File: src/rtl/mem_pkg.sv
// Shared types and constants for the memory-access stage.
package mem_pkg;

    // Bus FSM: IDLE issues new accesses, WAIT holds the bus until ack.
    typedef enum logic {
        IDLE = 1'b0,
        WAIT = 1'b1
    } mem_state_e;

    // funct3 encodings for loads/stores (bit 2 = unsigned load).
    localparam logic [2:0] F3_B  = 3'b000;
    localparam logic [2:0] F3_H  = 3'b001;
    localparam logic [2:0] F3_W  = 3'b010;
    localparam logic [2:0] F3_BU = 3'b100;
    localparam logic [2:0] F3_HU = 3'b101;

    // Default wait-state limit used when MEM_TIMEOUT_EN is defined.
    localparam int unsigned TIMEOUT_DEFAULT = 255;

    // Byte enables for an access of funct3[1:0] size at byte offset off.
    function automatic logic [3:0] size_be(input logic [1:0] size, input logic [1:0] off);
        logic [3:0] be;
        case (size)
            2'b00:   be = 4'b0001 << off;
            2'b01:   be = 4'b0011 << off;
            default: be = 4'b1111;
        endcase
        return be;
    endfunction

endpackage

File: src/rtl/load_align.sv
// Combinational load alignment: selects the addressed byte/half of a bus
// word and sign- or zero-extends it according to funct3.
module load_align
    import mem_pkg::*;
#(
    parameter int XLEN = 32
) (
    input  logic [2:0]      funct3,
    input  logic [1:0]      addr_lo,
    input  logic [XLEN-1:0] rdata,
    output logic [XLEN-1:0] load_data
);

    logic [7:0]  byte_sel;
    logic [15:0] half_sel;

    // Lane select followed by extension.
    always_comb begin
        case (addr_lo)
            2'd0:    byte_sel = rdata[7:0];
            2'd1:    byte_sel = rdata[15:8];
            2'd2:    byte_sel = rdata[23:16];
            default: byte_sel = rdata[31:24];
        endcase
        half_sel = addr_lo[1] ? rdata[31:16] : rdata[15:0];

        case (funct3)
            F3_B:    load_data = {{(XLEN-8){byte_sel[7]}}, byte_sel};
            F3_BU:   load_data = {{(XLEN-8){1'b0}}, byte_sel};
            F3_H:    load_data = {{(XLEN-16){half_sel[15]}}, half_sel};
            F3_HU:   load_data = {{(XLEN-16){1'b0}}, half_sel};
            default: load_data = rdata;
        endcase
    end

endmodule

File: src/rtl/mem_access_stage.sv
// Pipeline memory stage: drives a req/ack data bus with variable latency,
// aligns stores and loads, flags misaligned/illegal accesses, stalls the
// pipe while an access is outstanding and registers the MEM/WB boundary.
// Optional macro MEM_TIMEOUT_EN: abort an access after TIMEOUT_CYCLES wait
// cycles and flag it as an error.
module mem_access_stage
    import mem_pkg::*;
#(
    parameter int XLEN           = 32,
    parameter int TIMEOUT_CYCLES = TIMEOUT_DEFAULT
) (
    input  logic            clk,
    input  logic            rstn,
    input  logic            RegWrite_in,
    input  logic            MemWrite_in,
    input  logic            MemRead_in,
    input  logic [1:0]      MemtoReg_in,
    input  logic [2:0]      funct3_in,
    input  logic [4:0]      rd_in,
    input  logic [XLEN-1:0] result_in,
    input  logic [XLEN-1:0] writeData_in,
    input  logic [XLEN-1:0] NextAddr_in,
    output logic            dmem_req,
    output logic            dmem_we,
    output logic [XLEN-1:0] dmem_addr,
    output logic [3:0]      dmem_be,
    output logic [XLEN-1:0] dmem_wdata,
    input  logic [XLEN-1:0] dmem_rdata,
    input  logic            dmem_ack,
    output logic            mem_stall,
    output logic            RegWrite_wb,
    output logic [1:0]      MemtoReg_wb,
    output logic [4:0]      rd_wb,
    output logic [XLEN-1:0] result_wb,
    output logic [XLEN-1:0] load_data_wb,
    output logic [XLEN-1:0] NextAddr_wb,
    output logic            mem_err_wb
);

    if (XLEN != 32 || TIMEOUT_CYCLES < 1 || TIMEOUT_CYCLES > 256) begin : g_param_check
        $error("mem_access_stage: XLEN must be 32 and TIMEOUT_CYCLES must be 1..256");
    end

    mem_state_e state_q, state_d;

    logic            access;
    logic            misaligned;
    logic            reserved;
    logic            illegal;
    logic            issue;
    logic            enter_wait;
    logic            timeout_hit;
    logic [3:0]      new_be;
    logic [XLEN-1:0] new_wdata;

    logic [XLEN-1:0] cap_addr;
    logic [3:0]      cap_be;
    logic [XLEN-1:0] cap_wdata;
    logic            cap_we;
    logic [2:0]      cap_f3;

    logic [2:0]      la_f3;
    logic [1:0]      la_off;
    logic [XLEN-1:0] aligned_data;
    logic            load_done;
    logic [XLEN-1:0] load_next;
    logic            err_next;

    // Access decode: legality and store lane formatting from EX/MEM inputs.
    always_comb begin
        access     = MemRead_in | MemWrite_in;
        misaligned = ((funct3_in[1:0] == 2'b01) && result_in[0]) ||
                     ((funct3_in[1:0] == 2'b10) && (result_in[1:0] != 2'b00));
        reserved   = (MemRead_in && (funct3_in == 3'b011 || funct3_in == 3'b110 ||
                                     funct3_in == 3'b111)) ||
                     (MemWrite_in && !(funct3_in == F3_B || funct3_in == F3_H ||
                                       funct3_in == F3_W));
        illegal    = access && (misaligned || reserved);
        issue      = access && !illegal;
        new_be     = size_be(funct3_in[1:0], result_in[1:0]);
        case (funct3_in[1:0])
            2'b00:   new_wdata = {4{writeData_in[7:0]}};
            2'b01:   new_wdata = {2{writeData_in[15:0]}};
            default: new_wdata = writeData_in;
        endcase
    end

`ifdef MEM_TIMEOUT_EN
    logic [7:0] wait_cnt;

    // Wait-state counter: zero whenever IDLE, so it starts at 0 on entering WAIT.
    always_ff @(posedge clk or negedge rstn) begin
        if (!rstn)
            wait_cnt <= '0;
        else if (state_q == IDLE)
            wait_cnt <= '0;
        else
            wait_cnt <= wait_cnt + 8'd1;
    end

    assign timeout_hit = (state_q == WAIT) && !dmem_ack &&
                         (wait_cnt == 8'(TIMEOUT_CYCLES - 1));
`else
    assign timeout_hit = 1'b0;
`endif

    // FSM state register.
    always_ff @(posedge clk or negedge rstn) begin
        if (!rstn)
            state_q <= IDLE;
        else
            state_q <= state_d;
    end

    // Next state, bus drive and stall. Reset gates req/stall combinationally
    // so the bus request drops the moment rstn falls.
    always_comb begin
        state_d    = state_q;
        dmem_req   = 1'b0;
        dmem_we    = 1'b0;
        dmem_addr  = '0;
        dmem_be    = '0;
        dmem_wdata = '0;
        mem_stall  = 1'b0;
        enter_wait = 1'b0;
        case (state_q)
            IDLE: begin
                if (issue) begin
                    dmem_req   = 1'b1;
                    dmem_we    = MemWrite_in;
                    dmem_addr  = {result_in[XLEN-1:2], 2'b00};
                    dmem_be    = new_be;
                    dmem_wdata = new_wdata;
                    if (!dmem_ack) begin
                        state_d    = WAIT;
                        mem_stall  = 1'b1;
                        enter_wait = 1'b1;
                    end
                end
            end
            WAIT: begin
                dmem_req   = 1'b1;
                dmem_we    = cap_we;
                dmem_addr  = {cap_addr[XLEN-1:2], 2'b00};
                dmem_be    = cap_be;
                dmem_wdata = cap_wdata;
                if (dmem_ack || timeout_hit)
                    state_d = IDLE;
                else
                    mem_stall = 1'b1;
            end
            default: state_d = IDLE;
        endcase
        if (!rstn) begin
            dmem_req   = 1'b0;
            mem_stall  = 1'b0;
            enter_wait = 1'b0;
        end
    end

    // Capture the bus transaction when an access has to wait.
    always_ff @(posedge clk or negedge rstn) begin
        if (!rstn) begin
            cap_addr  <= '0;
            cap_be    <= '0;
            cap_wdata <= '0;
            cap_we    <= 1'b0;
            cap_f3    <= '0;
        end else if (enter_wait) begin
            cap_addr  <= result_in;
            cap_be    <= new_be;
            cap_wdata <= new_wdata;
            cap_we    <= MemWrite_in;
            cap_f3    <= funct3_in;
        end
    end

    // Load alignment uses the captured access while waiting.
    always_comb begin
        la_f3  = (state_q == WAIT) ? cap_f3 : funct3_in;
        la_off = (state_q == WAIT) ? cap_addr[1:0] : result_in[1:0];
    end

    load_align #(.XLEN(XLEN)) u_load_align (
        .funct3    (la_f3),
        .addr_lo   (la_off),
        .rdata     (dmem_rdata),
        .load_data (aligned_data)
    );

    // Writeback values presented to MEM/WB in a non-stalled cycle.
    always_comb begin
        if (state_q == WAIT) begin
            load_done = !cap_we && dmem_ack;
            err_next  = timeout_hit;
        end else begin
            load_done = MemRead_in && !MemWrite_in && !illegal;
            err_next  = illegal;
        end
        load_next = load_done ? aligned_data : '0;
    end

    // MEM/WB register: advances when not stalled, bubbles while stalled.
    always_ff @(posedge clk or negedge rstn) begin
        if (!rstn) begin
            RegWrite_wb  <= 1'b0;
            MemtoReg_wb  <= 2'b01;
            rd_wb        <= '0;
            result_wb    <= '0;
            load_data_wb <= '0;
            NextAddr_wb  <= '0;
            mem_err_wb   <= 1'b0;
        end else if (mem_stall) begin
            RegWrite_wb <= 1'b0;
            mem_err_wb  <= 1'b0;
        end else begin
            RegWrite_wb  <= RegWrite_in && !err_next;
            MemtoReg_wb  <= MemtoReg_in;
            rd_wb        <= rd_in;
            result_wb    <= result_in;
            load_data_wb <= load_next;
            NextAddr_wb  <= NextAddr_in;
            mem_err_wb   <= err_next;
        end
    end

endmodule

File: config.mk
export PLATFORM = sky130hd
export DESIGN_NAME = mem_access_stage
export DESIGN_NICKNAME = d
export VERILOG_FILES = /design/src/rtl/mem_pkg.sv /design/src/rtl/load_align.sv /design/src/rtl/mem_access_stage.sv
export SDC_FILE = /design/constraint.sdc
export NUM_CORES = 1
export LEC_CHECK = 0
export ABC_AREA = 1
export BUFFER_PORTS_ARGS = -buffer_cell sky130_fd_sc_hd__buf_2
export CAP_MARGIN = 20
export CELL_PAD_IN_SITES_DETAIL_PLACEMENT = 2
export CELL_PAD_IN_SITES_GLOBAL_PLACEMENT = 2
export CORE_UTILIZATION = 24
export DETAILED_ROUTE_END_ITERATION = 8
export MAX_ROUTING_LAYER = met4
export PLACE_DENSITY = 0.75
export SYNTH_ARGS = -nofsm -noshare
export SYNTH_HDL_FRONTEND = slang
export SYNTH_SLANG_ARGS = --single-unit
File: constraint.sdc
create_clock -name clk -period 1.6 [get_ports clk]
set_input_delay 0.16 -clock clk [delete_from_list [all_inputs] [get_ports clk]]
set_output_delay 0.16 -clock clk [all_outputs]
set_load 0.01 [all_outputs]
Yosys cells after proc, flatten, opt, wreduce, memory -nomap -nowiden
Cells that the tools add are included.

cells by class
  eq/ne operators = 12
  shift-type cells = 2
  multiplexer cells = 29
  bitwise logic cells = 2
  reductions and logical operators = 27

operators with widths
  kind                                                                    number
  32-bit one-hot mux with 2 select lines                                  3
  32-bit one-hot mux with 4 select lines                                  1
  32-bit two-way mux                                                      3
  8-bit one-hot mux with 3 select lines                                   1
  16-bit two-way mux                                                      1
  4-bit one-hot mux with 2 select lines                                   2
  3-bit equality test (second input constant)                             4
  1-bit two-way mux                                                       12
  1-bit logical AND                                                       10
  1-bit logical OR                                                        7
  3-bit by 1-bit equality test with 1-bit output (second input constant)  2
  3-bit by 2-bit equality test with 1-bit output (second input constant)  2
  3-bit zero test                                                         2
  1-bit one-hot mux with 2 select lines                                   3
  1-bit zero test                                                         5
  2-bit by 1-bit equality test with 1-bit output (second input constant)  2
  2-bit equality test (second input constant)                             2
  2-bit zero test                                                         2
  4-bit two-way mux                                                       1
  1-bit by 2-bit left shift with 4-bit output (first input constant)      1
  2-bit by 2-bit left shift with 4-bit output (first input constant)      1
  3-bit two-way mux                                                       1
  2-bit two-way mux                                                       1
  2-bit nonzero test                                                      1
  other kinds (2)                                                         2

word-level totals
  register bits after elaboration = 178
  input port bits = 144
  word-level logic and storage cells = 85

Logic depth before layout (Yosys ltp)
Gate-level depths: netlist of run 1.

  depth in word-level cells = 14
  gate-level depth with buffers = 11
  gate-level depth less buffers = 11

By module
From an unflattened synthesis of run 1, not the netlist that was laid out.

second synthesis, totals
  cells, all modules = 1278
  area total of the unflattened synthesis = 9238.9 µm²

by module, submodules not included
  module            instances  cells each  area each (µm²)  sequential area each (µm²)
  mem_access_stage  1          1086        8343.0           4455.5
  load_align        1          192         895.9            0.0

Worst setup path before layout of run 1
OpenSTA, ideal clock, no wires.

  kind = register to register
  start = reg state_q
  end = reg load_data_wb[22]
  arrival time = 1.493 ns
  path slack = 0.042 ns
  cell stages (with the launch flop) = 12
  period minus slack after synthesis = 1.558 ns
  path through = dfrtp_1 inv_2 buf_4 nand2_1 nor2_2 nand4_4 nand2_2 buf_4 nand2_1 nor2_1 nand2_1 nand2_1

on the way
  longest elaborated chain between the ends = 5
  elaborated cells between the ends (all ways) = 17
  those cells by class = 5 x eq/ne; 9 x mux; 1 x bitwise; 2 x reduce/logical

ends and longest elaborated chain
  item                                               line                     source
  start, declared                                    mem_access_stage.sv:44   mem_state_e state_q, state_d;
  start signal, assigned                             mem_access_stage.sv:112  state_q <= state_d;
  2-bit two-way mux                                  mem_access_stage.sv:181  la_off = (state_q == WAIT) ? cap_addr[1:0] : result_in[1:0];
  2-bit equality test, or another cell as far along  load_align.sv:19         case (addr_lo)
  8-bit one-hot mux with 3 select lines              load_align.sv:19
  32-bit one-hot mux with 4 select lines             load_align.sv:27         case (funct3)
  32-bit two-way mux                                 mem_access_stage.sv:200  load_next = load_done ? aligned_data : '0;
  end signal, assigned                               mem_access_stage.sv:221  load_data_wb <= load_next;
  end, declared                                      mem_access_stage.sv:35   output logic [XLEN-1:0] load_data_wb,

Several ways; a longest one is shown, not always the timed one.
A chain may end at the register's enable or synchronous reset.

Final worst setup path of run 1
  start = reg state_q
  end = out dmem_addr[10]

on the way
  longest elaborated chain between the ends = 2

ends and longest elaborated chain
  item                                      line                     source
  1-bit inverter                            --
  32-bit one-hot mux with 2 select lines *  mem_access_stage.sv:126  case (state_q)
  end, declared                             mem_access_stage.sv:25   output logic [XLEN-1:0] dmem_addr,

Every way passes the cells marked *; elsewhere a longest branch is shown, timed or not.

==> results of run 1 <==
==> state kept, by name, summed over array words and instances, names as in the netlist <==
| register | cells |
|---|---|
| rd_wb | 5 |
| cap_we | 1 |
| cap_wdata | 32 |
| cap_f3 | 3 |
| load_data_wb | 32 |
| RegWrite_wb | 1 |
| state_q | 1 |
| cap_be | 4 |
| mem_err_wb | 1 |
| NextAddr_wb | 32 |
| result_wb | 32 |
| cap_addr | 32 |
| MemtoReg_wb | 2 |
==> layout by cell type, fill, tap and decap left out, types with 5 or more instances in the layout <==
master	n
dfrtp_1	177
nor2_2	11
nand3_2	21
nand2_2	116
o21ai_4	5
buf_2	305
nand2_1	425
buf_12	37
buf_4	41
o21ai_0	16
nand2_4	90
a21oi_2	6
nor2_4	11
clkbuf_16	39
o21ai_2	67
buf_16	12
nand3_1	30
inv_1	137
dlygate4sd3_1	75
o21ai_1	61
inv_2	6
buf_6	39
nand2_8	8
buf_8	9
diode_2	7
inv_6	5
o211ai_1	14
nor2_1	25
==> power breakdown <==
group / total [uW] / switching [uW] / internal (uW)
Clock: 4600 / 2110 / 2490
Combinational: 6150 / 3610 / 2540
Sequential: 5680 / 374 / 5300
Total: 16400 / 6100 / 10300
==> worst max-delay path: cells and delay by family, from the launching register on <==
family | cells | cell delay (ns)
AO/OA/AOI/OAI | 1 | 0.11
buffers and inverters | 4 | 0.64
flip-flops | 1 | 0.43
AND/OR/NAND/NOR | 2 | 0.18
==> layout make-up <==
type | instances | area [um2]
Sequential cell | 178 | 4460
Timing Repair Buffer | 542 | 4830
Multi-Input combinational cell | 923 | 5580
Clock buffer | 18 | 429
Clock inverter | 14 | 179
Fill cell | 4178 | 21200
Inverter | 146 | 563
Antenna cell | 7 | 17.5
Tap cell | 511 | 639
==> kinds of logic after synthesis <==
kind of cell,after synthesis,synth area share
AOI/OAI and AO/OA,179,0.102
buffers and inverters,218,0.100
DFF,178,0.481
other,1,0.000405
and+or+nand+nor,740,0.317
==> layer usage <==
metal / routed length (um) / vias to the layer above
li1: - / 5053
met2: 28500 / 308
met4: 1690 / 0
met1: 21200 / 5535
met3: 2530 / 95
met5: 0 / -
==> worst paths after layout <==
check / slack, ns / endpoint / start
max in group asynchronous: 0.25 / NextAddr_wb[22] / rstn
max reg2reg: -0.28 / load_data_wb[12] / state_q
min in group asynchronous: 0.46 / rd_wb[4] / rstn
min: 0.01 / cap_wdata[4] / writeData_in[4]
max: -0.38 / dmem_addr[10] / state_q
min reg2reg: 0.47 / result_wb[16] / result_wb[16]
==> metrics by stage <==
step / area (um2) / hold WS, ns / util / cells / power [uW]
after floorplan: 9270 / -0.136 / - / 1317 / 7680
after global placement: 11900 / 0.343 / 0.314 / 2139 / 9370
after detailed placement: 11900 / 0.357 / 0.314 / 2139 / 9560
after CTS: 14500 / 0.00434 / 0.383 / 2296 / 14900
after global routing: 16700 / 0.00933 / 0.441 / 2339 / 17200
final: 16700 / 0.0120 / 0.441 / 2339 / 16400
==> Yosys cell counts <==
cell type,count
nand2_1,631
dfrtp_1,177
o21ai_0,144
inv_1,142
nand3_1,51
nor2_1,44
buf_2,35
clkbuf_1,21
buf_4,14
o211ai_1,14
a21oi_1,10
nand2_2,5
o21ai_1,5
inv_2,4
o22ai_1,4
buf_6,2
nand4_4,2
nor2_2,2
a21oi_2,1
conb_1,1
dfstp_2,1
nand2_4,1
nand3_2,1
nand3b_4,1
nor2_4,1
o21a_1,1
or2_2,1
==> what timing repair did <==
item	CTS	global route
hold endpoints to repair	208	0
resized for setup	145	570
gates cloned	23	27
setup buffers	28	30
pin swaps	34	80
hold buffers	75	0
setup endpoints to repair	162	244
==> impl_metrics.env, run 1 <==
export IMPL_outcome="complete, but fails checks"
export IMPL_failed_checks="negative setup slack"
export IMPL_maxSlewHeadroom=0.567
export IMPL_powerDensity_nw_per_um2=984
export IMPL_layout_setup_ws_ns=-0.385
export IMPL_report_final_slew_viol_count=0
export IMPL_start_util=0.245
export IMPL_drc_errors=0
export IMPL_antenna_found_initial=7
export IMPL_yosysTopAreaCellShare=0.478
export IMPL_timing_hold_violations_final=0
export IMPL_clk_pin_slew_ns=0.08
export IMPL_port_buffers=317
export IMPL_power_leakage_uw=0.00879
export IMPL_rsz0062_at_grt="yes"
export IMPL_die_area_um2=39400
export IMPL_clk_latency_ns=0.46
export IMPL_num_vias=11000
export IMPL_die_y_um=198
export IMPL_worst_path_max_fanout=15
export IMPL_worstPathCellList="buf_6, nor2_4, buf_12, buf_12, nand2_1, o21ai_1, buf_2"
export IMPL_gp_congestion=0.793
export IMPL_yosys_top_cells_area="dfrtp_1 (48%), nand2_1 (26%), o21ai_0 (7.8%)"
export IMPL_top_usage_layer="met2"
export IMPL_cts_buffers=17
export IMPL_fin_setup_tns_ns=-44.15
export IMPL_htreeDepth=4
export IMPL_io_pins=320
export IMPL_critPathRequiredTime_ns=1.44
export IMPL_wl_mm=54.0
export IMPL_globalRouteOverflowTotal=0
export IMPL_timing_worst_setup_path_type="reg2out"
export IMPL_hp_class="in2reg"
export IMPL_setup_violations=219
export IMPL_drv_cap=0
export IMPL_hpwlAfterDp_mm=28.2
export IMPL_finalCritPeriodShare=1.24
export IMPL_root_buffer="clkbuf_16"
export IMPL_syn_to_final_growth_pct=80.2
export IMPL_ir_drop_v=0.000835
export IMPL_worst_pin_slew_ns=0.648
export IMPL_grt_pass1_vias=11900
export IMPL_dp_slack_ns=-0.247
export IMPL_floorplan_rows=71
export IMPL_critPathMaxStageDelay_ns=0.43
export IMPL_period_minus_slack_ns=1.98
export IMPL_r2r_cells=13
export IMPL_netlist_instances=1316
export IMPL_syn_area_per_cell_um2=7.04
export IMPL_drtPass1Iterations=4
export IMPL_grt_max_degree=107
export IMPL_syn_cell_area_um2=9270
export IMPL_cpMostUsedCell="buf_12"
export IMPL_ys_seq_elements=178
export IMPL_yosysUniqueCellTypes=27
export IMPL_grt_pass1_wl_mm=69.5
export IMPL_viasPerCell=4.70
export IMPL_finClkSkew_ns=0.0132
export IMPL_drtAntennaViolNets=0
export IMPL_worst_setup_path_end_kind="primary output"
export IMPL_layout_drive_gt1_share=0.470
export IMPL_yosys_warnings=0
export IMPL_hold_depth=3
export IMPL_fmax_mhz=504
export IMPL_cts_tree="yes"
export IMPL_nets=1952
export IMPL_wl_per_cell_um=23.1
export IMPL_detail_route_iter0_violations=331
export IMPL_die_w_um=198
export IMPL_arrival_ns=1.82
export IMPL_grtUsageMet3=0.0529
export IMPL_start_kind="flip-flop"
export IMPL_yosysTopAreaCell="dfrtp_1"
export IMPL_fp_coreArea_um2=37800
export IMPL_cpMaxStageDelayCell="dfrtp_1"
export IMPL_track_usage=0.242
export IMPL_use_met2=0.421
export IMPL_cts_sinks=178
export IMPL_ctsLongestPathBuffers=2
export IMPL_ys_seq_area_frac=0.481
export IMPL_gr_usage_met1=0.267
No activity file was read; power rests on OpenSTA's default activity.
==> run 2, diff against run 1 <==
CORE_MARGIN = 4   (was not set)
MAX_ROUTING_LAYER = not set   (was met4)
==> run 2 against run 1 <==
Net effect:
- the run still ends with negative setup slack left
- clock skew down 0.0027 ns
- count of clock-buffer cells in the layout unchanged
- via count down 1.5%
- non-clock buffer count down 3
- critical path type unchanged
- largest power group is now registers
==> impl_metrics.env, run 2 (synthesis gave the netlist of run 1 again) <==
export IMPL_dpl_cell_count=2150
export IMPL_mostFrequentLayoutCells="nand2_1 (565), buf_2 (302), dfrtp_1 (177)"
export IMPL_ir_drop_v=0.000817
export IMPL_track_usage=0.210
export IMPL_grt_max_degree=140
export IMPL_power_leakage_uw=0.00831
export IMPL_fp_coreArea_um2=37800
export IMPL_hpwlAfterDp_mm=29.0
export IMPL_timing_worst_setup_path_type="reg2out"
export IMPL_finalCritPeriodShare=1.23
export IMPL_dp_slack_ns=-0.155
export IMPL_outcome="complete, but fails checks"
export IMPL_cp_num_buf_inv=5
export IMPL_critPathRequiredTime_ns=1.44
export IMPL_setup_violations=243
export IMPL_globalRouteOverflowTotal=0
export IMPL_io_pins=320
export IMPL_layout_drive_gt1_share=0.359
export IMPL_grt_pass1_vias=11800
export IMPL_drtAntennaViolNets=0
export IMPL_start_util=0.245
export IMPL_start_kind="flip-flop"
export IMPL_cts_buffers=17
export IMPL_fmax_mhz=508
export IMPL_final_common_cell="nand2_1"
export IMPL_worstPathCellList="buf_6, nor2_4, buf_6, buf_16, buf_12, nand2_4, o21ai_2, buf_2"
export IMPL_final_cells=2330
export IMPL_cpLargestDelayFamily="buffers and inverters"
export IMPL_wl_mm=50.7
export IMPL_layout_setup_ws_ns=-0.370
export IMPL_rsz0062_at_grt="yes"
export IMPL_die_area_um2=41800
export IMPL_root_buffer="clkbuf_16"
export IMPL_critPathMaxStageDelay_ns=0.41
export IMPL_nets=1949
export IMPL_hp_class="in2reg"
export IMPL_period_minus_slack_ns=1.97
export IMPL_maxSlewHeadroom=0.461
export IMPL_grt_pass1_wl_mm=68.7
export IMPL_port_buffers=317
export IMPL_syn_to_final_growth_pct=68.8
export IMPL_drv_cap=0
export IMPL_cts_sinks=178
export IMPL_fin_area_um2=15600
export IMPL_clk_pin_slew_ns=0.07
export IMPL_gp_congestion=0.775
export IMPL_ctsLongestPathBuffers=2
export IMPL_cpMaxStageDelayCell="dfrtp_1"
export IMPL_num_vias=10800
export IMPL_die_y_um=204
export IMPL_reg2reg_slack_ns=-0.30
export IMPL_clk_latency_ns=0.46
export IMPL_detail_route_iter0_violations=432
export IMPL_die_w_um=204
export IMPL_floorplan_rows=71
export IMPL_failed_checks="negative setup slack"
export IMPL_cpMostUsedCell="buf_6"
export IMPL_dpl_cell_area_um2=11900
export IMPL_arrival_ns=1.81
export IMPL_powerDensity_nw_per_um2=1000
export IMPL_drtPass1Iterations=6
export IMPL_worst_setup_path_end_kind="primary output"
export IMPL_cts_tree="yes"
export IMPL_drc_errors=0
export IMPL_report_final_slew_viol_count=0
export IMPL_wl_per_cell_um=21.8
export IMPL_htreeDepth=4
export IMPL_timing_hold_violations_final=0
export IMPL_worst_path_max_fanout=7
export IMPL_worst_pin_slew_ns=0.809
export IMPL_viasPerCell=4.64
export IMPL_hold_ws_ns=0.0259
export IMPL_antenna_found_initial=6
export IMPL_fin_setup_tns_ns=-47.05
export IMPL_fillers=4314
export IMPL_finClkSkew_ns=0.0105
-- run 2: worst min-delay path: stages --
cell	delay, ns
buf_2	0.15
nand2_1	0.07
o21ai_1	0.05
-- run 2: final cells by class --
cell class                      instances  area, um2  share of cell area
Tap cell                              511        639              0.0409
Clock buffer                           18        439              0.0281
Multi-Input combinational cell        922       4660               0.298
Inverter                              146        563              0.0360
Timing Repair Buffer                  539       4710               0.301
Antenna cell                            2       5.00            0.000320
Timing Repair inverter                  1       16.3             0.00104
Clock inverter                         13        151             0.00968
Sequential cell                       178       4460               0.285
-- run 2: power by group --
part           switching (uW)  internal, uW
logic                    3240          2310
clock network            2120          2370
registers                 348          5300
-- run 2: metal layers --
layer	share of wire	global-route usage	wire, um
met1	0.40	0.257	20400
met2	0.54	0.378	27300
met3	0.035	0.0376	1790
met4	0.025	0.0637	1250
met5	0.0011	0	54
-- run 2: metrics by stage --
stage	total power, uW	utilization
floorplan	7680	-
global route	16600	0.413
CTS	14800	0.375
detailed placement	9590	0.315
finish	15700	0.413
global placement	9420	0.315
-- run 2: final timing paths --
kind	start	endpoint	cells past startpoint
setup / recovery	state_q	dmem_wdata[14]	8
hold / removal	writeData_in[2]	cap_wdata[2]	3
setup reg to reg	state_q	load_data_wb[22]	13
hold reg to reg	result_wb[20]	result_wb[20]	2
max in group asynchronous	rstn	cap_wdata[31]	3
min in group asynchronous	rstn	NextAddr_wb[1]	3
-- run 2: timing repair --
item / 4_1_cts / 5_1_grt
pin swaps: 8 / 26
hold buffers: 75 / 0
gates resized for setup: 167 / 227
gates cloned: 14 / 29
setup endpoints to repair: 146 / 228
hold endpoints to repair: 279 / 0
setup buffers: 17 / 17
